**src/rtl/uart_port_arbiter.sv**
```systemverilog
// uart_port_arbiter: shares one simpleuart reg_dat port between NREQ
// round-robin transmit requesters and a single receive consumer.
// TX: IDLE grants one requester (tx_ready pulse) and latches its byte, WRITE
// holds reg_dat_we until the UART stops asserting reg_dat_wait.
// RX: polls reg_dat_do, captures a byte into a 1-deep holding register and
// pops it from the UART with a single-cycle reg_dat_re pulse.
// Optional build macro UART_PORT_ARBITER_ECHO_EN: every captured RX byte is
// also queued for retransmission, ahead of all requesters.

module uart_port_arbiter #(
    parameter int NREQ  = 4,
    parameter int IDX_W = 2
) (
    input  logic                hw_clk,
    input  logic                resetn,
    input  logic [NREQ-1:0]     tx_valid,
    input  logic [8*NREQ-1:0]   tx_data,
    output logic [NREQ-1:0]     tx_ready,
    output logic                rx_valid,
    output logic [7:0]          rx_data,
    input  logic                rx_ready,
    output logic                busy,
    output logic [IDX_W-1:0]    grant_idx,
    output logic                reg_dat_we,
    output logic                reg_dat_re,
    output logic [31:0]         reg_dat_di,
    input  logic [31:0]         reg_dat_do,
    input  logic                reg_dat_wait
);

    typedef enum logic [0:0] {
        ST_IDLE  = 1'b0,
        ST_WRITE = 1'b1
    } tx_state_t;

    tx_state_t          r_state;
    tx_state_t          w_state_nxt;
    logic [IDX_W-1:0]   r_rr;
    logic [IDX_W-1:0]   r_grant;
    logic [7:0]         r_di;
    logic [IDX_W-1:0]   w_sel;
    logic [NREQ-1:0]    w_ready;
    logic               w_start;
    logic               w_accept;
    logic [7:0]         w_bytes [NREQ];

    logic               r_rx_valid;
    logic [7:0]         r_rx_data;
    logic               r_re;
    logic               r_re_d;
    logic               w_capture;

    logic               w_echo_pend;
    logic [7:0]         w_echo_byte;
    logic               w_echo_wr;
    logic               w_unused_do;

    // Only bit 31 (empty flag) and the low byte of reg_dat_do carry meaning.
    assign w_unused_do = ^reg_dat_do[30:8];

    for (genvar g = 0; g < NREQ; g++) begin : g_bytes
        assign w_bytes[g] = tx_data[8*g +: 8];
    end

    // Round-robin pick: first valid requester at or above r_rr, wrapping.
    always_comb begin : p_arb
        int                 k;
        logic [IDX_W-1:0]   kk;
        // NOTE: every always_comb output gets a default first so no path leaves it unassigned (no latch).
        w_sel = '0;
        k     = 0;
        kk    = '0;
        // Scan downward so the lowest rotated position wins the last write.
        for (int i = NREQ - 1; i >= 0; i--) begin
            k = i + int'(r_rr);
            if (k >= NREQ) begin
                k = k - NREQ;
            end
            kk = IDX_W'(k);
            if (tx_valid[kk]) begin
                w_sel = kk;
            end
        end
    end

    // TX state register.
    always_ff @(posedge hw_clk or negedge resetn) begin
        // NOTE: sequential state uses non-blocking assignments so every flop samples pre-edge values.
        if (!resetn) begin
            r_state <= ST_IDLE;
        end else begin
            r_state <= w_state_nxt;
        end
    end

    // TX next-state and grant strobes; a pending echo outranks all requesters.
    always_comb begin
        w_state_nxt = r_state;
        w_ready     = '0;
        w_start     = 1'b0;
        w_accept    = 1'b0;
        case (r_state)
            ST_IDLE: begin
                if (w_echo_pend) begin
                    w_start     = 1'b1;
                    w_state_nxt = ST_WRITE;
                end else if (|tx_valid) begin
                    w_start        = 1'b1;
                    w_ready[w_sel] = 1'b1;
                    w_state_nxt    = ST_WRITE;
                end
            end
            ST_WRITE: begin
                if (!reg_dat_wait) begin
                    w_accept    = 1'b1;
                    w_state_nxt = ST_IDLE;
                end
            end
            default: w_state_nxt = ST_IDLE;
        endcase
    end

    // TX datapath: byte latch, grant index and round-robin pointer.
    always_ff @(posedge hw_clk or negedge resetn) begin
        if (!resetn) begin
            r_di    <= 8'h00;
            r_grant <= '0;
            r_rr    <= '0;
        end else begin
            if (w_start) begin
                if (w_echo_pend) begin
                    r_di <= w_echo_byte;
                end else begin
                    r_di    <= w_bytes[w_sel];
                    r_grant <= w_sel;
                end
            end
            // Echo writes leave the fairness pointer alone.
            if (w_accept && !w_echo_wr) begin
                r_rr <= (r_grant == IDX_W'(NREQ - 1)) ? '0 : r_grant + 1'b1;
            end
        end
    end

    // Capture only when empty, UART non-empty, past the stale-read cycle, and echo slot free.
    assign w_capture = !r_rx_valid && !reg_dat_do[31] && !r_re_d && !w_echo_pend;

    // RX holding register and single-cycle pop strobe.
    always_ff @(posedge hw_clk or negedge resetn) begin
        if (!resetn) begin
            r_rx_valid <= 1'b0;
            r_rx_data  <= 8'h00;
            r_re       <= 1'b0;
            r_re_d     <= 1'b0;
        end else begin
            if (w_capture) begin
                r_rx_valid <= 1'b1;
                r_rx_data  <= reg_dat_do[7:0];
            end else if (r_rx_valid && rx_ready) begin
                r_rx_valid <= 1'b0;
            end
            r_re   <= w_capture;
            r_re_d <= r_re;
        end
    end

`ifdef UART_PORT_ARBITER_ECHO_EN
    logic       r_echo_pend;
    logic [7:0] r_echo_byte;
    logic       r_echo_wr;

    // One-entry echo slot: filled on capture, freed when its write is accepted.
    always_ff @(posedge hw_clk or negedge resetn) begin
        if (!resetn) begin
            r_echo_pend <= 1'b0;
            r_echo_byte <= 8'h00;
            r_echo_wr   <= 1'b0;
        end else begin
            if (w_capture) begin
                r_echo_pend <= 1'b1;
                r_echo_byte <= reg_dat_do[7:0];
            end else if (w_accept && r_echo_wr) begin
                r_echo_pend <= 1'b0;
            end
            if (w_start) begin
                r_echo_wr <= r_echo_pend;
            end
        end
    end

    assign w_echo_pend = r_echo_pend;
    assign w_echo_byte = r_echo_byte;
    assign w_echo_wr   = r_echo_wr;
`else
    assign w_echo_pend = 1'b0;
    assign w_echo_byte = 8'h00;
    assign w_echo_wr   = 1'b0;
`endif

    // Grant strobe is masked during reset so a requester never sees a lost handshake.
    assign tx_ready   = w_ready & {NREQ{resetn}};
    assign reg_dat_we = (r_state == ST_WRITE);
    assign busy       = (r_state == ST_WRITE);
    assign reg_dat_di = {24'h000000, r_di};
    assign grant_idx  = r_grant;
    assign rx_valid   = r_rx_valid;
    assign rx_data    = r_rx_data;
    assign reg_dat_re = r_re;

endmodule

```
**config.mk**
```make
export PLATFORM = sky130hd
export DESIGN_NAME = uart_port_arbiter
export DESIGN_NICKNAME = d
export VERILOG_FILES = /design/src/rtl/uart_port_arbiter.sv
export SDC_FILE = /design/constraint.sdc
export NUM_CORES = 1
export LEC_CHECK = 0
export BUFFER_PORTS_ARGS = -buffer_cell sky130_fd_sc_hd__buf_2
export CORE_MARGIN = 8
export CORE_UTILIZATION = 35
export DETAILED_ROUTE_END_ITERATION = 7
export PLACE_DENSITY = 0.79
export SYNTH_ARGS = -nofsm -noshare
export SYNTH_HDL_FRONTEND = slang
export SYNTH_SLANG_ARGS = --single-unit
```
**constraint.sdc**
```tcl
create_clock -name hw_clk -period 1.9 [get_ports hw_clk]
set_clock_uncertainty 0.15 [all_clocks]
set_input_delay 0 -clock hw_clk [delete_from_list [all_inputs] [get_ports hw_clk]]
set_output_delay 0 -clock hw_clk [all_outputs]
set_load 0.005 [all_outputs]
```
==> impl_results.md, run 1 <==
* Status: finished with violations
* Failing checks: hold timing, setup timing
* Dpl cells at approximately 270
* Routed WL at about 5200 um
* Share of the cycle needed by the critical path after routing at 100%
* GR Util met3 at about 3.8%
* Vias in the first global route at 1551
* Gpl congestion at 0.860
* Yosys reg bits at 24
* Switching part of the total at between 30% and 40%
* Worst setup EP type: primary output
* Die area at 6710 um2
* CP Launch Type: flip-flop
* Final min period at roughly 1.9 ns
* Final net count at approximately 340
* Clk sink count at 24
* Max cap viols at 0
* Syn Inst Count at 139
* Pre-antenna DRT Iters at 4
* Gr busiest metal: met2
* Initial DRC count at 26
* Async set-reset flop share out of synthesis at 100%
* FP Rows at 24
* Clock Power Share at between 10% and 20%
* Syn avg cell area at about 11 um2
* Initial Util at between 30 and 40%
* Worst Path Max Fanout at 7
* Core area at 4260 um2
* Clock Path Buffers at 2
* Avg WL per Cell at 16.6 um
* Number of synthesized flops with an enable pin at 0
* IO Pins at about 120
* Cell Pwr Density at 1050 nW/um2
* Sw power at between 900 and 1000 uW
* First-pass GRT wire length at roughly 7500 um
* Xor/xnor share of the synthesized area at 0%
* Hold depth at 3
* Worst r2r src: r_rr[1]
* CP required at 1.75 ns
* Crit path DAT at between 1.5 and 2 ns
* Worst reg2reg setup slack at -0.0003 ns
* Final hold violation count at 2
* H-tree levels at 1
* Detailed-route DRC error count at 0
* Filler cell count at roughly 370
* Antenna viol nets, final at 0
* Post-synth design cell area at roughly 1500 um2
* Layout area overhead at 65.0%
* Internal power at 1700 uW
* Clk_lat worst skew at between 0.2 and 0.3 ns
* Largest family of logic cells by synthesized area: compound AO/OA/AOI/OAI gates
* Initial antenna violation count at 0
* Slew Limit Fails at 0
* R2R cell count at 7
* Combinational Power Share at a little over 50%
* CTS tree: built
* GRT Util Overall at 14.4%
* Hold Path Sink: r_di[4]
* Flop pwr share at 32.1%
* Final WS setup at -0.000324 ns
* Grt ovf at 0
* Vert. Die Dim at just over 80 um
* Synth Area in Simple Gates at about 5.8%
* Syn. warnings at 0
* Final Util at 58.8%
* Clock slew at reported path FFs at 0.09 ns
* DR vias/cell at 4.66
* Grt met2 use at between 20% and 30%
* Hold Startpoint: tx_data[28]
* Diodes inserted at 0
* Reg2reg end: r_di[5]
* Via count at 1473
* Worst hold path type: in2reg
* Maximum VDD drop at 0.000593 V
* Mux contribution to synthesized area at around 13%
* Met1 global-route usage at roughly 16%
* TritonCTS Buffers at 3
* Most used flip-flop cell after synthesis: dfrtp_1
* Largest net degree at the start of global routing at 25
* RSZ-0062 raised after global routing: yes
* Final setup viols at 1
* DP Wirelength at approximately 3400 um
* Die width at 81.9 um
* Fraction of layout cells with a size suffix above 1 at 51.5%
* Hold slack at -0.0390 ns
* Post-route insts no fill at around 320
* WS Path Type: reg2out
* Fmax achieved at about 530 MHz
* Input/output buffers at 74
* Lkg Pwr at about 0.0012 uW
* Compound-Gate Fraction of Synth Area at around 22%
* Root Driver: clkbuf_8
* Distinct cells, synth at 28
* Adder-cell share of the synthesized area at less than 1%
* Register area share after synthesis at 39.5%
[cells in the final DEF (no fill, tap or decap), drive strengths merged]
cell type    netlist  final
a2111oi            8      8
a21boi             9      9
a21o               2      2
a21oi              3      3
a221oi             8      8
and2               1      2
buf               30     94
bufinv             0      1
clkbuf             0      3
conb               1     24
dfrtp             24     24
dlygate4sd3        0     33
ha                 1      1
inv               12     12
mux2              11     11
mux2i              8      8
nand2              5      5
nor2               4      4
nor3               5      5
nor4               1      1
o21ai              2      2
o22a               1      1
o22ai              1      1
o32a               1      1
or2                1      1
[cells in the mapped netlist (all sizes together), types with 2 or more instances]
library cell / n / area (um2)
buf: 30 / 228
dfrtp: 24 / 601
inv: 12 / 45.0
mux2: 11 / 124
a21boi: 9 / 67.6
a2111oi: 8 / 133
a221oi: 8 / 70.1
mux2i: 8 / 80.1
nand2: 5 / 21.3
nor3: 5 / 30.0
nor2: 4 / 15.0
a21oi: 3 / 15.0
a21o: 2 / 16.3
o21ai: 2 / 10.0
[layout make-up]
class                      instances  area, um2  area share (%)
timing repair buffer             127        883            35.2
clock buffer                       3       41.3            1.65
multi-input combinational         97        842            33.6
inverter                          12       45.0            1.80
tap                               52       65.1            2.59
sequential                        24        602            24.0
clock inverter                     1       30.0            1.20
[critical path, stage by stage (launching register included)]
cell and delay, ns:
dfrtp_2 0.48, a21o_2 0.22, a21oi_2 0.20, o22ai_2 0.12
buf_4 0.17, nor3_2 0.15, buf_2 0.14
[power by group through the flow]
stage | Sequential [uW] | Clock (uW) | Combinational (uW)
3_5_place_dp | 835 | 0 | 1000
6_report | 841 | 452 | 1330
3_3_place_gp | 817 | 0 | 984
2_1_floorplan | 840 | 0 | 605
4_1_cts | 828 | 467 | 1110
5_1_grt | 873 | 483 | 1440
[sequential cells by signal (all words and copies together), names as in the netlist]
signal,flops
r_rr,2
r_re_d,1
reg_dat_re,1
r_di,8
rx_data,8
rx_valid,1
busy,1
grant_idx,2
[through the flow]
stage                     worst slack (ns)  total power [uW]  hold WS (ns)  cell area (um2)  setup TNS [ns]
final                            -0.000324              2620       -0.0390             2510       -0.000324
after global placement             -0.0226              1800       -0.0967             1900          -0.161
after detailed placement           -0.0799              1840       -0.0908             1900          -0.445
after CTS                          0.00173              2400       0.00240             2340               0
after global routing               -0.0515              2800       -0.0121             2510          -0.353
after floorplan                     0.0314              1450        -0.446             1610               0
[logic make-up (layout without fill, tap and decap cells)]
| kind of cell | count (synthesis) | in the layout |
|---|---|---|
| buffers and inverters | 42 | 143 |
| AOI/OAI and AO/OA | 35 | 35 |
| adders and majority gates | 1 | 1 |
| DFF | 24 | 24 |
| and+or+nand+nor | 17 | 18 |
| other | 1 | 24 |
| muxes | 19 | 19 |
[worst max-delay path by stage]
stage / start / slack [ns] / endpoint
final: r_rr[1] / -0.0003 / tx_ready[3]
after global routing: r_rr[1] / -0.05 / r_di[5]
after CTS: r_rr[1] / 0.002 / r_di[6]
after floorplan: r_rr[1] / 0.03 / r_di[0]
after detailed placement: r_rr[1] / -0.08 / r_di[4]
after global placement: r_rr[1] / -0.02 / r_di[4]
[per-layer routing]
layer	wire (um)	share of wire (%)	vias up
met1	2090	40	713
met3	332	6.3	2
met4	12	0.23	0
li1	-	-	701
met2	2790	53	57
met5	0	0	-
[repair_timing]
item                       4_1_cts  5_1_grt
setup endpoints to repair       12       12
hold buffers                    33        0
hold endpoints to repair        45        0
gates resized for setup          4       21
pin swaps                        2        3
cloned                           0        1
buffers inserted                 3        7
(Power assumes the default switching activity.)
==> run 2, diff against run 1 <==
--- a/config.mk
+++ b/config.mk
@@ -7,9 +7,10 @@
 export LEC_CHECK = 0
 export BUFFER_PORTS_ARGS = -buffer_cell sky130_fd_sc_hd__buf_2
 export CORE_MARGIN = 8
-export CORE_UTILIZATION = 35
+export CORE_UTILIZATION = 39
+export CTS_CLUSTER_SIZE = 12
 export DETAILED_ROUTE_END_ITERATION = 7
-export PLACE_DENSITY = 0.79
+export PLACE_DENSITY = 0.83
 export SYNTH_ARGS = -nofsm -noshare
 export SYNTH_HDL_FRONTEND = slang
 export SYNTH_SLANG_ARGS = --single-unit
==> constraint.sdc (replaced) <==
create_clock -name hw_clk -period 2 [get_ports hw_clk]
set_clock_uncertainty 0.15 [all_clocks]
set_input_delay 0 -clock hw_clk [delete_from_list [all_inputs] [get_ports hw_clk]]
set_output_delay 0 -clock hw_clk [all_outputs]
set_load 0.005 [all_outputs]
==> run 2 against run 1 <==
Compared with the run above:
- the flow now finishes without violations
- worst hold slack gained 0.051 ns
- cell count shrank 4.7%
- register-to-register slack gained 0.10 ns
- core utilization rose by 4.4 points
- sequential power decreased by 5.9%
- critical path depth did not move
- critical endpoint unchanged
- highest routed layer unchanged
==> impl_results.md, run 2 (synthesis gave the netlist of run 1 again) <==
* Die area at 6150 um2 (was 6710 um2)
* Postcts setup bufs at 0 (was 3)
* GRT Util Overall at 15.0% (was 14.4%)
* Final hold violation count at 0 (was 2)
* DR vias/cell at 4.63 (was 4.66)
* DP Wirelength at 3430 um (was 3400 um)
* Slew Limit Fails at 0 (unchanged)
* Final Util at 63.2% (was 58.8%)
* Final net count at 327 (was 338)
* Share of the cycle needed by the critical path after routing at between 90% and 100%
* Root Driver: clkbuf_8 (unchanged)
* Commonest non-fill, non-tap cell in the layout: buf_2 (unchanged)
* CP max-delay cell: dfrtp_2 (unchanged)
* Final setup viols at 0 (was 1)
* Most frequent cells in the layout: 74 x buf_2, 33 x dlygate4sd3_1, 24 x conb_1, 23 x dfrtp_1, 12 x inv_1 (was 74 x buf_2, 33 x dlygate4sd3_1, 24 x conb_1, 23 x dfrtp_1, 16 x buf_4)
* First-pass GRT wire length at 7600 um (was 7550 um)
* Max_slew headroom at 61.2%
* Final WS setup at 0.0758 ns (was -0.000324 ns)
* Worst-Margin Slew at between 0.5 and 0.6 ns
* Diodes inserted at 0 (unchanged)
* Clk_lat worst skew at 0.26 ns (was 0.27 ns)
* WS Path Type: reg2out (unchanged)
* Largest net degree at the start of global routing at 25 (unchanged)
* Final min period at 1.92 ns
* Die width at 78.4 um (was 81.9 um)
* DP Worst Slack at 0.0219 ns (was -0.0799 ns)
* TritonCTS Buffers at 3 (unchanged)
* Lkg Pwr at 0.00117 uW (was 0.00124 uW)
* Worst Path Max Fanout at 8 (was 7)
* Cell Pwr Density at 968 nW/um2 (was 1050 nW/um2)
* Initial DRC count at 32 (was 26)
* Max cap viols at 0 (unchanged)
* Core area at 3720 um2 (was 4260 um2)
* Hold slack at 0.0118 ns (was -0.0390 ns)
* Critical path's largest stage delay at 0.44 ns (was 0.48 ns)
* Vias in the first global route at 1537 (was 1551)
* Gpl congestion at 0.807 (was 0.860)
* Avg WL per Cell at 15.8 um (was 16.6 um)
* Filler cell count at 299 (was 366)
* Maximum VDD drop at 0.000528 V (was 0.000593 V)
* Via count at 1393 (was 1473)
* Clock slew at reported path FFs at 0.09 ns (about the same)
* Status: completed (was finished with violations)
* Grt ovf at 0 (unchanged)
* Worst setup EP type: primary output (unchanged)
* Tot Pwr at 2270 uW (was 2620 uW)
* FP Rows at 22 (was 24)
* Antenna viol nets, final at 0 (unchanged)
* H-tree levels at 1 (unchanged)
* Layout area overhead at 54.6% (was 65.0%)
* Clk sink count at 24 (unchanged)
* Post-DP Area at 1900 um2 (about the same)
* Clock Path Buffers at 2 (unchanged)
* CTS tree: built (unchanged)
* Crit-path cells: mux2_2, nand2_4, nand2_2, buf_4, nor3_1, buf_2 (was a21o_2, a21oi_2, o22ai_2, buf_4, nor3_2, buf_2)
* Fmax achieved at 520 MHz
* Initial antenna violation count at 0 (unchanged)
* CP required at 1.85 ns (was 1.75 ns)
* Pre-antenna DRT Iters at 4 (unchanged)
* Worst hold path type: in2reg (unchanged)
* CP Launch Type: flip-flop (unchanged)
* Initial Util at 40.9% (was 35.7%)
* Vert. Die Dim at 78.4 um (was 81.9 um)
* Fraction of layout cells with a size suffix above 1 at 46.6% (was 51.5%)
* Detailed-route DRC error count at 0 (unchanged)
* IO Pins at 122 (unchanged)
* Routed WL at 4760 um (was 5230 um)
* Crit path DAT at 1.77 ns (was 1.75 ns)
* Final instance area at 2350 um2 (was 2510 um2)
* Input/output buffers at 74 (unchanged)
run 2: worst paths after layout:
kind,cells past startpoint,slack (ns),from,to
worst max-delay path,6,0.08,r_rr[1],tx_ready[3]
worst min-delay path,3,0.01,tx_data[26],r_di[2]
worst max register to register,4,0.10,r_rr[1],r_di[7]
worst min register to register,0,0.23,reg_dat_re,r_re_d
max in group asynchronous,3,1.27,resetn,r_rr[1]
min in group asynchronous,3,0.17,resetn,r_di[0]
run 2: metal layers:
metal  track usage, %  share of wire (%)  wire [um]
met5                0                  0          0
met3             4.90                7.7        366
met1             16.5                 38       1820
met2             28.0                 54       2560
met4             1.67               0.21         10
run 2: critical path, delay by kind of cell (launching register included):
family / cells / cell delay (ns)
mux: 1 / 0.38
buf+inv: 2 / 0.30
flops: 1 / 0.44
simple gates: 3 / 0.39
run 2: area by class of cell:
cell class | count | area [um2] | share of cell area, %
Sequential cell | 24 | 602 | 25.6
Multi-Input combinational cell | 96 | 783 | 33.3
Clock inverter | 1 | 30.0 | 1.28
Clock buffer | 3 | 41.3 | 1.76
Inverter | 12 | 45.0 | 1.92
Timing Repair Buffer | 117 | 788 | 33.5
Tap cell | 48 | 60.1 | 2.56
run 2: through the flow:
stage / cells / TNS (ns)
after floorplan: 162 / 0
after global placement: 264 / 0
after detailed placement: 264 / 0
after CTS: 300 / 0
after global routing: 301 / -0.00388
final: 301 / 0
run 2: repair_timing:
action                                  CTS  global route
hold buffers                             32             1
gates resized for setup                   1             7
endpoints found under the hold margin    45             1
endpoints found under the setup margin    2            11
run 2: where the power goes:
part	switching (uW)	total [uW]	internal, uW
Clock	156	423	267
Sequential	121	791	670
Combinational	520	1060	541
Total	797	2270	1480
